`src/rtl/wb_port_arbiter_pkg.sv`:
```
// Shared constants and arbiter state type for the register-file write-port arbiter.
// BUS_WIDTH mirrors the datapath width used across the core.
package wb_port_arbiter_pkg;

  localparam int unsigned BUS_WIDTH  = 32;
  localparam int unsigned RADDR_W    = 5;
  localparam int unsigned FIFO_DEPTH = 2;
  localparam int unsigned MAX_WAIT   = 4;

  typedef enum logic [1:0] {
    IDLE  = 2'd0,
    DRAIN = 2'd1,
    FORCE = 2'd2
  } arb_state_t;

endpackage

```
`src/rtl/wb_port_arbiter_if.sv`:
```
// Bundle of pipeline, late-result, decode and register-file signals around the
// write-port arbiter. The slave modport is the arbiter side.
interface wb_port_arbiter_if #(
  parameter int unsigned BUS_WIDTH = wb_port_arbiter_pkg::BUS_WIDTH,
  parameter int unsigned RADDR_W   = wb_port_arbiter_pkg::RADDR_W
);

  logic                 wb_en_MW;
  logic [RADDR_W-1:0]   rd_MW;
  logic [BUS_WIDTH-1:0] wbdata_MW;
  logic                 lt_issue;
  logic [RADDR_W-1:0]   lt_issue_rd;
  logic                 lt_valid;
  logic [RADDR_W-1:0]   lt_rd;
  logic [BUS_WIDTH-1:0] lt_data;
  logic                 lt_ready;
  logic [RADDR_W-1:0]   rs1_D;
  logic [RADDR_W-1:0]   rs2_D;
  logic [RADDR_W-1:0]   rd_D;
  logic                 hazard_D;
  logic                 stall_MW;
  logic                 rf_we;
  logic [RADDR_W-1:0]   rf_waddr;
  logic [BUS_WIDTH-1:0] rf_wdata;

  modport slave (
    input  wb_en_MW, rd_MW, wbdata_MW,
    input  lt_issue, lt_issue_rd,
    input  lt_valid, lt_rd, lt_data,
    output lt_ready,
    input  rs1_D, rs2_D, rd_D,
    output hazard_D, stall_MW,
    output rf_we, rf_waddr, rf_wdata
  );

  modport master (
    output wb_en_MW, rd_MW, wbdata_MW,
    output lt_issue, lt_issue_rd,
    output lt_valid, lt_rd, lt_data,
    input  lt_ready,
    output rs1_D, rs2_D, rd_D,
    input  hazard_D, stall_MW,
    input  rf_we, rf_waddr, rf_wdata
  );

endinterface

```
`src/rtl/wb_late_fifo.sv`:
```
// Small synchronous FIFO for late results: valid/ready push, pop on grant,
// head visible combinationally, occupancy count exported.
module wb_late_fifo
  import wb_port_arbiter_pkg::*;
#(
  parameter int unsigned WIDTH = RADDR_W + BUS_WIDTH,
  parameter int unsigned DEPTH = FIFO_DEPTH
) (
  input  logic                   clk,
  input  logic                   rst_n,
  input  logic                   push_valid,
  output logic                   push_ready,
  input  logic [WIDTH-1:0]       push_data,
  input  logic                   pop,
  output logic [WIDTH-1:0]       head_data,
  output logic [$clog2(DEPTH):0] count
);

  localparam int unsigned PTR_W = $clog2(DEPTH);
  localparam logic [PTR_W:0] FULL_CNT = (PTR_W + 1)'(DEPTH);

  logic [WIDTH-1:0] mem [DEPTH];
  logic [PTR_W-1:0] wr_ptr;
  logic [PTR_W-1:0] rd_ptr;
  logic [PTR_W:0]   count_q;
  logic             do_push;
  logic             do_pop;

  assign push_ready = (count_q != FULL_CNT);
  assign do_push    = push_valid && push_ready;
  assign do_pop     = pop && (count_q != '0);
  assign head_data  = mem[rd_ptr];
  assign count      = count_q;

  always_ff @(posedge clk) begin
    if (do_push) mem[wr_ptr] <= push_data;
  end

  // DEPTH is a power of two, so the pointers wrap by natural overflow.
  always_ff @(posedge clk or negedge rst_n) begin
    if (!rst_n) begin
      wr_ptr  <= '0;
      rd_ptr  <= '0;
      count_q <= '0;
    end else begin
      if (do_push) wr_ptr <= wr_ptr + 1'b1;
      if (do_pop)  rd_ptr <= rd_ptr + 1'b1;
      case ({do_push, do_pop})
        2'b10:   count_q <= count_q + 1'b1;
        2'b01:   count_q <= count_q - 1'b1;
        default: count_q <= count_q;
      endcase
    end
  end

endmodule

```
`src/rtl/wb_port_arbiter.sv`:
```
// Register-file write-port arbiter: pipeline writeback vs buffered late results,
// with starvation-forced stalls and a pending-destination scoreboard for decode.
module wb_port_arbiter #(
  parameter int unsigned BUS_WIDTH  = wb_port_arbiter_pkg::BUS_WIDTH,
  parameter int unsigned RADDR_W    = wb_port_arbiter_pkg::RADDR_W,
  parameter int unsigned FIFO_DEPTH = wb_port_arbiter_pkg::FIFO_DEPTH,
  parameter int unsigned MAX_WAIT   = wb_port_arbiter_pkg::MAX_WAIT
) (
  input logic               clk,
  input logic               rst_n,
  wb_port_arbiter_if.slave  bus
);

  import wb_port_arbiter_pkg::*;

  localparam int unsigned NREG  = 1 << RADDR_W;
  localparam int unsigned ENT_W = RADDR_W + BUS_WIDTH;
  localparam int unsigned CNT_W = $clog2(FIFO_DEPTH) + 1;
  localparam int unsigned AGE_W = $clog2(MAX_WAIT + 1);
  localparam logic [AGE_W-1:0] AGE_LIMIT = AGE_W'(MAX_WAIT - 1);

  arb_state_t           state_q, state_d;
  logic [AGE_W-1:0]     age_q, age_d;
  logic [NREG-1:0]      pending_q, pending_d;

  logic [CNT_W-1:0]     fifo_count;
  logic                 fifo_ready;
  logic                 fifo_push;
  logic                 push_acc;
  logic [ENT_W-1:0]     head_ent;
  logic [RADDR_W-1:0]   head_rd;
  logic [BUS_WIDTH-1:0] head_data;
  logic                 last_pop;

  logic                 pipe_req;
  logic                 pipe_we;
  logic                 late_we;
  logic                 stall;

  // x0 late results are acknowledged but never enter the buffer.
  assign fifo_push = bus.lt_valid && (bus.lt_rd != '0);
  assign push_acc  = fifo_push && fifo_ready;
  assign pipe_req  = bus.wb_en_MW && (bus.rd_MW != '0);
  assign last_pop  = (fifo_count == CNT_W'(1)) && !push_acc;
  assign {head_rd, head_data} = head_ent;

  wb_late_fifo #(
    .WIDTH (ENT_W),
    .DEPTH (FIFO_DEPTH)
  ) u_fifo (
    .clk        (clk),
    .rst_n      (rst_n),
    .push_valid (fifo_push),
    .push_ready (fifo_ready),
    .push_data  ({bus.lt_rd, bus.lt_data}),
    .pop        (late_we),
    .head_data  (head_ent),
    .count      (fifo_count)
  );

  always_comb begin
    state_d = state_q;
    age_d   = age_q;
    pipe_we = 1'b0;
    late_we = 1'b0;
    stall   = 1'b0;
    case (state_q)
      IDLE: begin
        pipe_we = pipe_req;
        if (push_acc) state_d = DRAIN;
      end
      DRAIN: begin
        if (pipe_req) begin
          pipe_we = 1'b1;
          if (age_q == AGE_LIMIT) begin
            state_d = FORCE;
            age_d   = '0;
          end else begin
            age_d = age_q + 1'b1;
          end
        end else begin
          late_we = 1'b1;
          age_d   = '0;
          if (last_pop) state_d = IDLE;
        end
      end
      FORCE: begin
        stall   = 1'b1;
        late_we = 1'b1;
        age_d   = '0;
        state_d = last_pop ? IDLE : DRAIN;
      end
      default: begin
        state_d = IDLE;
        age_d   = '0;
      end
    endcase
  end

  // A fresh issue to the same register outranks the clear from its late write.
  always_comb begin
    pending_d = pending_q;
    if (late_we) pending_d[head_rd] = 1'b0;
    if (bus.lt_issue && (bus.lt_issue_rd != '0)) pending_d[bus.lt_issue_rd] = 1'b1;
  end

  always_ff @(posedge clk or negedge rst_n) begin
    if (!rst_n) begin
      state_q   <= IDLE;
      age_q     <= '0;
      pending_q <= '0;
    end else begin
      state_q   <= state_d;
      age_q     <= age_d;
      pending_q <= pending_d;
    end
  end

  assign bus.rf_we    = rst_n && (pipe_we || late_we);
  assign bus.rf_waddr = !rst_n ? '0 : late_we ? head_rd   : pipe_we ? bus.rd_MW     : '0;
  assign bus.rf_wdata = !rst_n ? '0 : late_we ? head_data : pipe_we ? bus.wbdata_MW : '0;
  assign bus.stall_MW = rst_n && stall;
  assign bus.lt_ready = rst_n && fifo_ready;
  assign bus.hazard_D = rst_n && (((bus.rs1_D != '0) && pending_q[bus.rs1_D]) ||
                                  ((bus.rs2_D != '0) && pending_q[bus.rs2_D]) ||
                                  ((bus.rd_D  != '0) && pending_q[bus.rd_D]));

  a_lt_valid_pending: assert property (@(posedge clk) disable iff (!rst_n)
    (bus.lt_valid && (bus.lt_rd != '0)) |-> pending_q[bus.lt_rd]);

  a_wb_not_pending: assert property (@(posedge clk) disable iff (!rst_n)
    pipe_req |-> !pending_q[bus.rd_MW]);

endmodule
```
`src/flat_wrapper.sv`:
```
// flat-port wrapper written by rule: the top's interface ports become plain ports
module wb_port_arbiter_flat import wb_port_arbiter_pkg::*;
#(
  parameter int unsigned BUS_WIDTH  = wb_port_arbiter_pkg::BUS_WIDTH,
  parameter int unsigned RADDR_W    = wb_port_arbiter_pkg::RADDR_W,
  parameter int unsigned FIFO_DEPTH = wb_port_arbiter_pkg::FIFO_DEPTH,
  parameter int unsigned MAX_WAIT   = wb_port_arbiter_pkg::MAX_WAIT
)
  (clk, rst_n, bus_wb_en_MW, bus_rd_MW, bus_wbdata_MW, bus_lt_issue, bus_lt_issue_rd, bus_lt_valid, bus_lt_rd, bus_lt_data, bus_lt_ready, bus_rs1_D, bus_rs2_D, bus_rd_D, bus_hazard_D, bus_stall_MW, bus_rf_we, bus_rf_waddr, bus_rf_wdata);
  wb_port_arbiter_if #(.BUS_WIDTH(BUS_WIDTH), .RADDR_W(RADDR_W)) bus_i ();
  input logic clk;
  input logic rst_n;
  input wire logic [$bits(bus_i.wb_en_MW)-1:0] bus_wb_en_MW;
  input wire logic [$bits(bus_i.rd_MW)-1:0] bus_rd_MW;
  input wire logic [$bits(bus_i.wbdata_MW)-1:0] bus_wbdata_MW;
  input wire logic [$bits(bus_i.lt_issue)-1:0] bus_lt_issue;
  input wire logic [$bits(bus_i.lt_issue_rd)-1:0] bus_lt_issue_rd;
  input wire logic [$bits(bus_i.lt_valid)-1:0] bus_lt_valid;
  input wire logic [$bits(bus_i.lt_rd)-1:0] bus_lt_rd;
  input wire logic [$bits(bus_i.lt_data)-1:0] bus_lt_data;
  output wire logic [$bits(bus_i.lt_ready)-1:0] bus_lt_ready;
  input wire logic [$bits(bus_i.rs1_D)-1:0] bus_rs1_D;
  input wire logic [$bits(bus_i.rs2_D)-1:0] bus_rs2_D;
  input wire logic [$bits(bus_i.rd_D)-1:0] bus_rd_D;
  output wire logic [$bits(bus_i.hazard_D)-1:0] bus_hazard_D;
  output wire logic [$bits(bus_i.stall_MW)-1:0] bus_stall_MW;
  output wire logic [$bits(bus_i.rf_we)-1:0] bus_rf_we;
  output wire logic [$bits(bus_i.rf_waddr)-1:0] bus_rf_waddr;
  output wire logic [$bits(bus_i.rf_wdata)-1:0] bus_rf_wdata;
  assign bus_i.wb_en_MW = bus_wb_en_MW;
  assign bus_i.rd_MW = bus_rd_MW;
  assign bus_i.wbdata_MW = bus_wbdata_MW;
  assign bus_i.lt_issue = bus_lt_issue;
  assign bus_i.lt_issue_rd = bus_lt_issue_rd;
  assign bus_i.lt_valid = bus_lt_valid;
  assign bus_i.lt_rd = bus_lt_rd;
  assign bus_i.lt_data = bus_lt_data;
  assign bus_lt_ready = bus_i.lt_ready;
  assign bus_i.rs1_D = bus_rs1_D;
  assign bus_i.rs2_D = bus_rs2_D;
  assign bus_i.rd_D = bus_rd_D;
  assign bus_hazard_D = bus_i.hazard_D;
  assign bus_stall_MW = bus_i.stall_MW;
  assign bus_rf_we = bus_i.rf_we;
  assign bus_rf_waddr = bus_i.rf_waddr;
  assign bus_rf_wdata = bus_i.rf_wdata;
  wb_port_arbiter #(.BUS_WIDTH(BUS_WIDTH), .RADDR_W(RADDR_W), .FIFO_DEPTH(FIFO_DEPTH), .MAX_WAIT(MAX_WAIT)) u_core (.clk(clk), .rst_n(rst_n), .bus(bus_i));
endmodule
```
`config.mk`:
```
export PLATFORM = sky130hd
export DESIGN_NAME = wb_port_arbiter_flat
export DESIGN_NICKNAME = d
export VERILOG_FILES = /design/src/rtl/wb_port_arbiter_pkg.sv /design/src/rtl/wb_port_arbiter_if.sv /design/src/rtl/wb_late_fifo.sv /design/src/rtl/wb_port_arbiter.sv /design/src/flat_wrapper.sv
export SDC_FILE = /design/constraint.sdc
export NUM_CORES = 1
export LEC_CHECK = 0
export ABC_CLOCK_PERIOD_IN_PS = 8500
export BUFFER_PORTS_ARGS = -buffer_cell sky130_fd_sc_hd__buf_4
export CORE_MARGIN = 8
export CORE_UTILIZATION = 59
export DETAILED_ROUTE_END_ITERATION = 10
export GPL_TIMING_DRIVEN = 0
export PLACE_DENSITY_LB_ADDON = 0.2
export SLEW_MARGIN = 20
export SYNTH_ARGS = -nofsm -noshare
export SYNTH_HDL_FRONTEND = slang
export SYNTH_SLANG_ARGS = --single-unit
```
`constraint.sdc`:
```
create_clock -name clk -period 8.5 [get_ports clk]
set_input_delay 1.275 -clock clk [delete_from_list [all_inputs] [get_ports clk]]
set_output_delay 1.275 -clock clk [all_outputs]
set_load 0.005 [all_outputs]
```
Word-level counts from Yosys, hierarchy flattened
Memory sizes are Yosys's and may differ from the RTL's.
Index checks and enable logic that the tools add are counted.
{ "op_classes": {"n_addsub": 5, "mul": 0, "n_div": 0, "n_lt_le_gt_ge": 7, "n_eq_ne": 10, "n_shift": 0, "n_mux": 35, "bitwise_logic": 3, "n_reduce_logical": 29} }
{ "ops": {"columns": ["operator", "count"], "rows": [
  ["$mux 32", 5],
  ["$and 32x32->32", 1],
  ["$not 32->32", 1],
  ["$or 32x32->32", 1],
  ["$lt 5x6->1 const B", 5],
  ["$reduce_bool 5->1", 6],
  ["$bmux 1 s5", 3],
  ["$logic_and 1x1->1", 15],
  ["$mux 5", 3],
  ["$mux 1", 11],
  ["$demux 1 s5", 2],
  ["$ge 5x1->1 const B", 2],
  ["$mux 2", 4],
  ["$eq 2x1->1 const B", 3],
  ["$mux 3", 2],
  ["$pmux 2 s3", 1],
  ["$pmux 3 s2", 1],
  ["$eq 2x2->1 const B", 2],
  ["$pmux 1 s2", 2],
  ["$pmux 2 s2", 1],
  ["$reduce_bool 2->1", 2],
  ["$add 3x1->3 const B", 1],
  ["$eq 3x2->1 const B", 1],
  ["$logic_or 1x1->1", 3],
  ["10 further kinds", 11]
]} }
{ "word_totals": {"regBits": 41, "latch_bits": 0, "ramBits": 74, "rom_bits": 0, "inputBits": 99, "output_inout_bits": 41, "mem_count": 1} }
{ "memory_table": {"columns": ["name", "words", "word_bits", "rd", "rd_clocked_by_memory_dff", "wr", "line", "text"], "rows": [
  ["u_core.u_fifo.mem", 2, 37, 1, 0, 1, "wb_late_fifo.sv:22", "logic [WIDTH-1:0] mem [DEPTH];"]
]} }

Logic depth before layout (Yosys ltp)
An unclocked memory read counts as a cell.
{ "logic_depth": {"depth_word": 10, "mapped_depth": 9, "ltp_nobuf": 7} }

By module
A second synthesis with hierarchy kept.
{ "hier_totals": {"hier_cells": 535, "area_unflattened_um2": 6555.0} }
{ "by_module_without_submodules": {"columns": ["module", "instances", "cells_per_inst", "area_per_inst_um2"], "rows": [
  ["wb_port_arbiter", 1, 404, 3614.7],
  ["wb_late_fifo", 1, 131, 2940.3]
]} }

Worst setup path before layout
No wires, ideal clock.
{ "synth_path": {"kind": "input-to-output", "from": "in bus_rs2_D[0]", "to": "out bus_hazard_D", "t_arrival_ns": 2.862, "path_slack_ns": 4.363, "stages": 6, "n_path_buf": 1, "path_cell_list": "buf_2 > mux4_2 > mux2_2 > a32oi_1 > nand4_1 > o31a_1"} }
{ "synth_between": {"elab_chain_len": 6, "word_cells_on_any_way": 7} }
{ "synth_rtl": {"columns": ["element", "line", "text"], "rows": [
  ["start: declaration", "flat_wrapper.sv:23", "input wire logic [$bits(bus_i.rs2_D)-1:0] bus_rs2_D;"],
  ["$bmux 1 s5", "wb_port_arbiter.sv:125", "((bus.rs2_D != '0) && pending_q[bus.rs2_D]) ||"],
  ["$mux 1 (not written as such)", "wb_port_arbiter.sv:125", null],
  ["$logic_and 1x1->1 (*)", "wb_port_arbiter.sv:125", null],
  ["$logic_or 1x1->1 (*)", "wb_port_arbiter.sv:124", "assign bus.hazard_D = rst_n && (((bus.rs1_D != '0) && pending_q[bus.rs1_D]) ||"],
  ["$logic_or 1x1->1 (*)", "wb_port_arbiter.sv:125", null],
  ["$logic_and 1x1->1 (*)", "wb_port_arbiter.sv:124", null],
  ["end: declaration", "flat_wrapper.sv:25", "output wire logic [$bits(bus_i.hazard_D)-1:0] bus_hazard_D;"]
]} }
Mark *: on every way between the ends. The rest lies on a longest branch, timed or not. The select of a mux whose other input is x is not followed.

Final worst setup path
{ "layout_path": {"from": "in bus_rd_MW[2]", "to": "out bus_rf_wdata[23]"} }
{ "layout_between": {"elab_chain_len": 7, "word_cells_on_any_way": 9} }
{ "layout_rtl": {"columns": ["element", "line", "text"], "rows": [
  ["start: declaration", "flat_wrapper.sv:14", "input wire logic [$bits(bus_i.rd_MW)-1:0] bus_rd_MW;"],
  ["$reduce_bool 5->1 (*)", "wb_port_arbiter.sv:43", "assign pipe_req = bus.wb_en_MW && (bus.rd_MW != '0);"],
  ["$logic_and 1x1->1 (*)", "wb_port_arbiter.sv:43", null],
  ["$mux 1", "wb_port_arbiter.sv:73", "if (pipe_req) begin"],
  ["$pmux 1 s2", "wb_port_arbiter.sv:67", "case (state_q)"],
  ["$mux 32", "wb_port_arbiter.sv:121", "assign bus.rf_wdata = !rst_n ? '0 : late_we ? head_data : pipe_we ? bus.wbdata_MW : '0;"],
  ["$mux 32 (*) (2 in a row)", "wb_port_arbiter.sv:121", null],
  ["end: declaration", "flat_wrapper.sv:29", "output wire logic [$bits(bus_i.rf_wdata)-1:0] bus_rf_wdata;"]
]} }
Mark *: on every way between the ends. The rest lies on a longest branch, timed or not.

==> out/metrics.cfg <==
[grt]
grt_overflow = 0
grtUsageTotal_pct = 25.0
grt_max_degree = 45
grt_pass1_wl_mm = 28.5
grt_pass1_vias = 5518
antenna_found_initial = 0

[die]
dieArea_um2 = 14700
fp.dieW_um = 121
row_count = 38
floorplan.initialDensity_pct = 60.4
die_h_um = 121
core_area_um2 = 10800
io_pins = 140

[cells_and_area]
ff_latch_area_um2 = 3250
diodes = 0
stdcell_area_um2 = 8310
fin_cells = 805
fill_cells = 667
multi_input_area_um2 = 2950
nNetsFinal = 760
post-route-util_pct = 77.0
drive_gt1_share_pct = 37.6
area_growth_pct = 27.5

[routing]
wl_per_cell_um = 22.6
drt-total-wl_mm = 18.2
route.detailed.drc = 0
vias = 5169
ant_nets = 0
via_per_inst = 6.42
drtIter0Drc = 417
dr.pass1.iters = 7

[sta]
max_freq_mhz = 210
worstMarginPinSlew_ns = 0.867
rsz0062_at_grt = no
layout_min_cycle_time_ns = 4.75
slew_violations = 0
final.period_utilization_pct = 55.9
slew_headroom_pct = 42.2
setup_violations = 0
final.setup.tns_ns = 0
final.setup_skew_ns = 0.00773
hold_viol_final = 0

[cts]
clock_path_buffers = 2
postCtsSetupRepairBufs = 0
cts_hold_buf = 0
cts.reportedPaths.clkPinSlew_ns = 0.05
cts_tree = done
clock_latency_ns = 0.52
clock-root-buffer = clkbuf_8
h-tree-depth = 4
numCtsBuffers = 17
clock_sinks = 115
ctsResizeCount = 0

[place]
io_buffer_count = 133
place_congestion = 0.910
placed_cell_area_um2 = 7740
dp_cells = 773
dpl.hpwl_mm = 13.3

[yosys]
yosysSeqAreaShare_pct = 49.9
synth_xor_area_share_pct = 0.538
yosys.area_share.adder_pct = 1.73
synth_enable_flop_cells = 74
syn-cell-area_um2 = 6510
syn-num-nets = 606
synth_compound_area_share_pct = 22.7
synthMuxAreaShare_pct = 14.1
synth_simple_gate_area_share_pct = 5.99
async_flop_share_pct = 35.7
yosysWarnings = 0
synthFlopType = edfxtp_1
syn_avg_cell_area_um2 = 13.1
synth_top_family_by_area = compound AO/OA/AOI/OAI gates
synth_cells = 498
synth.distinct_cells = 61
ys_seq_elements = 115

[status]
status = finished clean

[critical_path]
critical_path_class = input pin to output port
startpoint_type = input pin
worstSetupEndpointType = output port
crit_fanout = 10
cp.required_ns = 7.22
cp.arrival_ns = 3.48
r2r_setup_slack_ns = 6.24

[power]
p_leak_nw = 3.20
powerDensity_nw_per_um2 = 318
vdd_drop_max_v = 0.000198

[min_path]
hold_path.class = flip-flop to flip-flop

[run]
drv_cap = 0

through the flow:
stage	power [W]	setup slack (ns)	hold WS [ns]
detailed placement	0.00195	3.76	0.481
CTS	0.00265	3.72	0.494
floorplan	0.00161	4.36	0.457
global route	0.00277	3.64	0.526
global placement	0.00190	3.80	0.469
finish	0.00264	3.75	0.492
placed cells by master, fill, tap and decap left out, types with 5 or more instances in the layout:
master / count
buf_4: 136
edfxtp_1: 74
mux2i_1: 48
dfrtp_1: 41
a21oi_1: 39
o21ai_0: 33
o41ai_1: 30
a2111oi_2: 25
nor2_1: 18
nand2_1: 18
mux4_2: 16
clkbuf_16: 16
clkbuf_1: 15
inv_1: 13
buf_2: 11
ha_1: 9
a2111oi_1: 7
mux2_2: 7
buf_6: 6
buf_12: 6
nand3_1: 6
a2111oi_4: 5
nand3b_1: 5
nor3_1: 5
routing by layer:
layer,global-route usage [%],vias up,wire length (um)
met5,0,-,0
met4,14.1,0,635
met3,7.35,53,1420
met2,41.9,281,9200
met1,28.1,2494,6900
li1,-,2341,-
worst max-delay path, stage by stage:
cell and delay [ns]:
buf_4 0.12, or4_4 0.54, o21ai_4 0.28, a21oi_2 0.18, nor2_2 0.44, buf_4 0.33
a2111oi_2 0.11, buf_4 0.19
synth_stat cells (all sizes together) (2+ instances only):
cell / n / share of area (%)
o41ai: 30 / 4.0
xnor2: 3 / 0.40
or3: 3 / 0.29
nor2b: 4 / 0.38
ha: 9 / 1.7
nand3b: 5 / 0.58
clkbuf: 12 / 0.69
nor2: 21 / 1.2
a21oi: 41 / 3.3
a211oi: 2 / 0.23
mux2i: 48 / 7.4
nand2: 18 / 1.0
or4: 4 / 0.52
mux2: 7 / 1.2
nor3: 5 / 0.38
a31oi: 3 / 0.29
nand2b: 3 / 0.29
or3b: 2 / 0.27
o2111ai: 2 / 0.27
o21ai: 35 / 2.9
a2111oi: 37 / 9.0
o221ai: 3 / 0.40
o211ai: 4 / 0.46
edfxtp: 74 / 34
mux4: 16 / 5.5
nand3: 6 / 0.46
buf: 26 / 3.6
dfrtp: 41 / 16
inv: 13 / 0.75
cells by family (layout without fill, tap and decap cells):
family          count (synthesis)  in the layout
buf+inv                        52            219
mux                            71             71
compound gates                171            171
simple gates                   76             76
flops                         115            115
fa+ha+maj                       9              9
xor+xnor                        4              4
layout make-up:
cell class | count | area share (%)
flip-flops and latches | 115 | 39.1
multi-input cells | 331 | 35.5
repair buffers | 135 | 12.5
clock buffers | 20 | 5.12
plain buffers | 38 | 3.34
well taps | 140 | 2.11
clock inverters | 12 | 1.67
inverters | 14 | 0.633
worst paths after layout:
check                                  endpoint                 start  cells past startpoint
max                            bus_rf_wdata[23]          bus_rd_MW[2]                      8
min                             u_core.age_q[1]       u_core.age_q[1]                      2
max reg2reg                 u_core.pending_q[3]  u_core.u_fifo.rd_ptr                      5
min reg2reg                     u_core.age_q[1]       u_core.age_q[1]                      2
max in group asynchronous  u_core.pending_q[26]                 rst_n                      1
min in group asynchronous       u_core.age_q[1]                 rst_n                      1
flip-flops by register name (all words and copies together) (netlist names):
name	cells
u_core.u_fifo.count	2
u_core.u_fifo.wr_ptr	1
u_core.u_fifo.mem	74
u_core.pending_q	32
u_core.age_q	3
u_core.u_fifo.rd_ptr	1
u_core.state_q	2
report_power, final:
group / total [W] / switching (W) / internal (W)
clock: 0.000683 / 0.000242 / 0.000441
combinational: 0.00107 / 0.000612 / 0.000461
sequential: 0.000889 / 0.000112 / 0.000777
(Power assumes the default switching activity.)
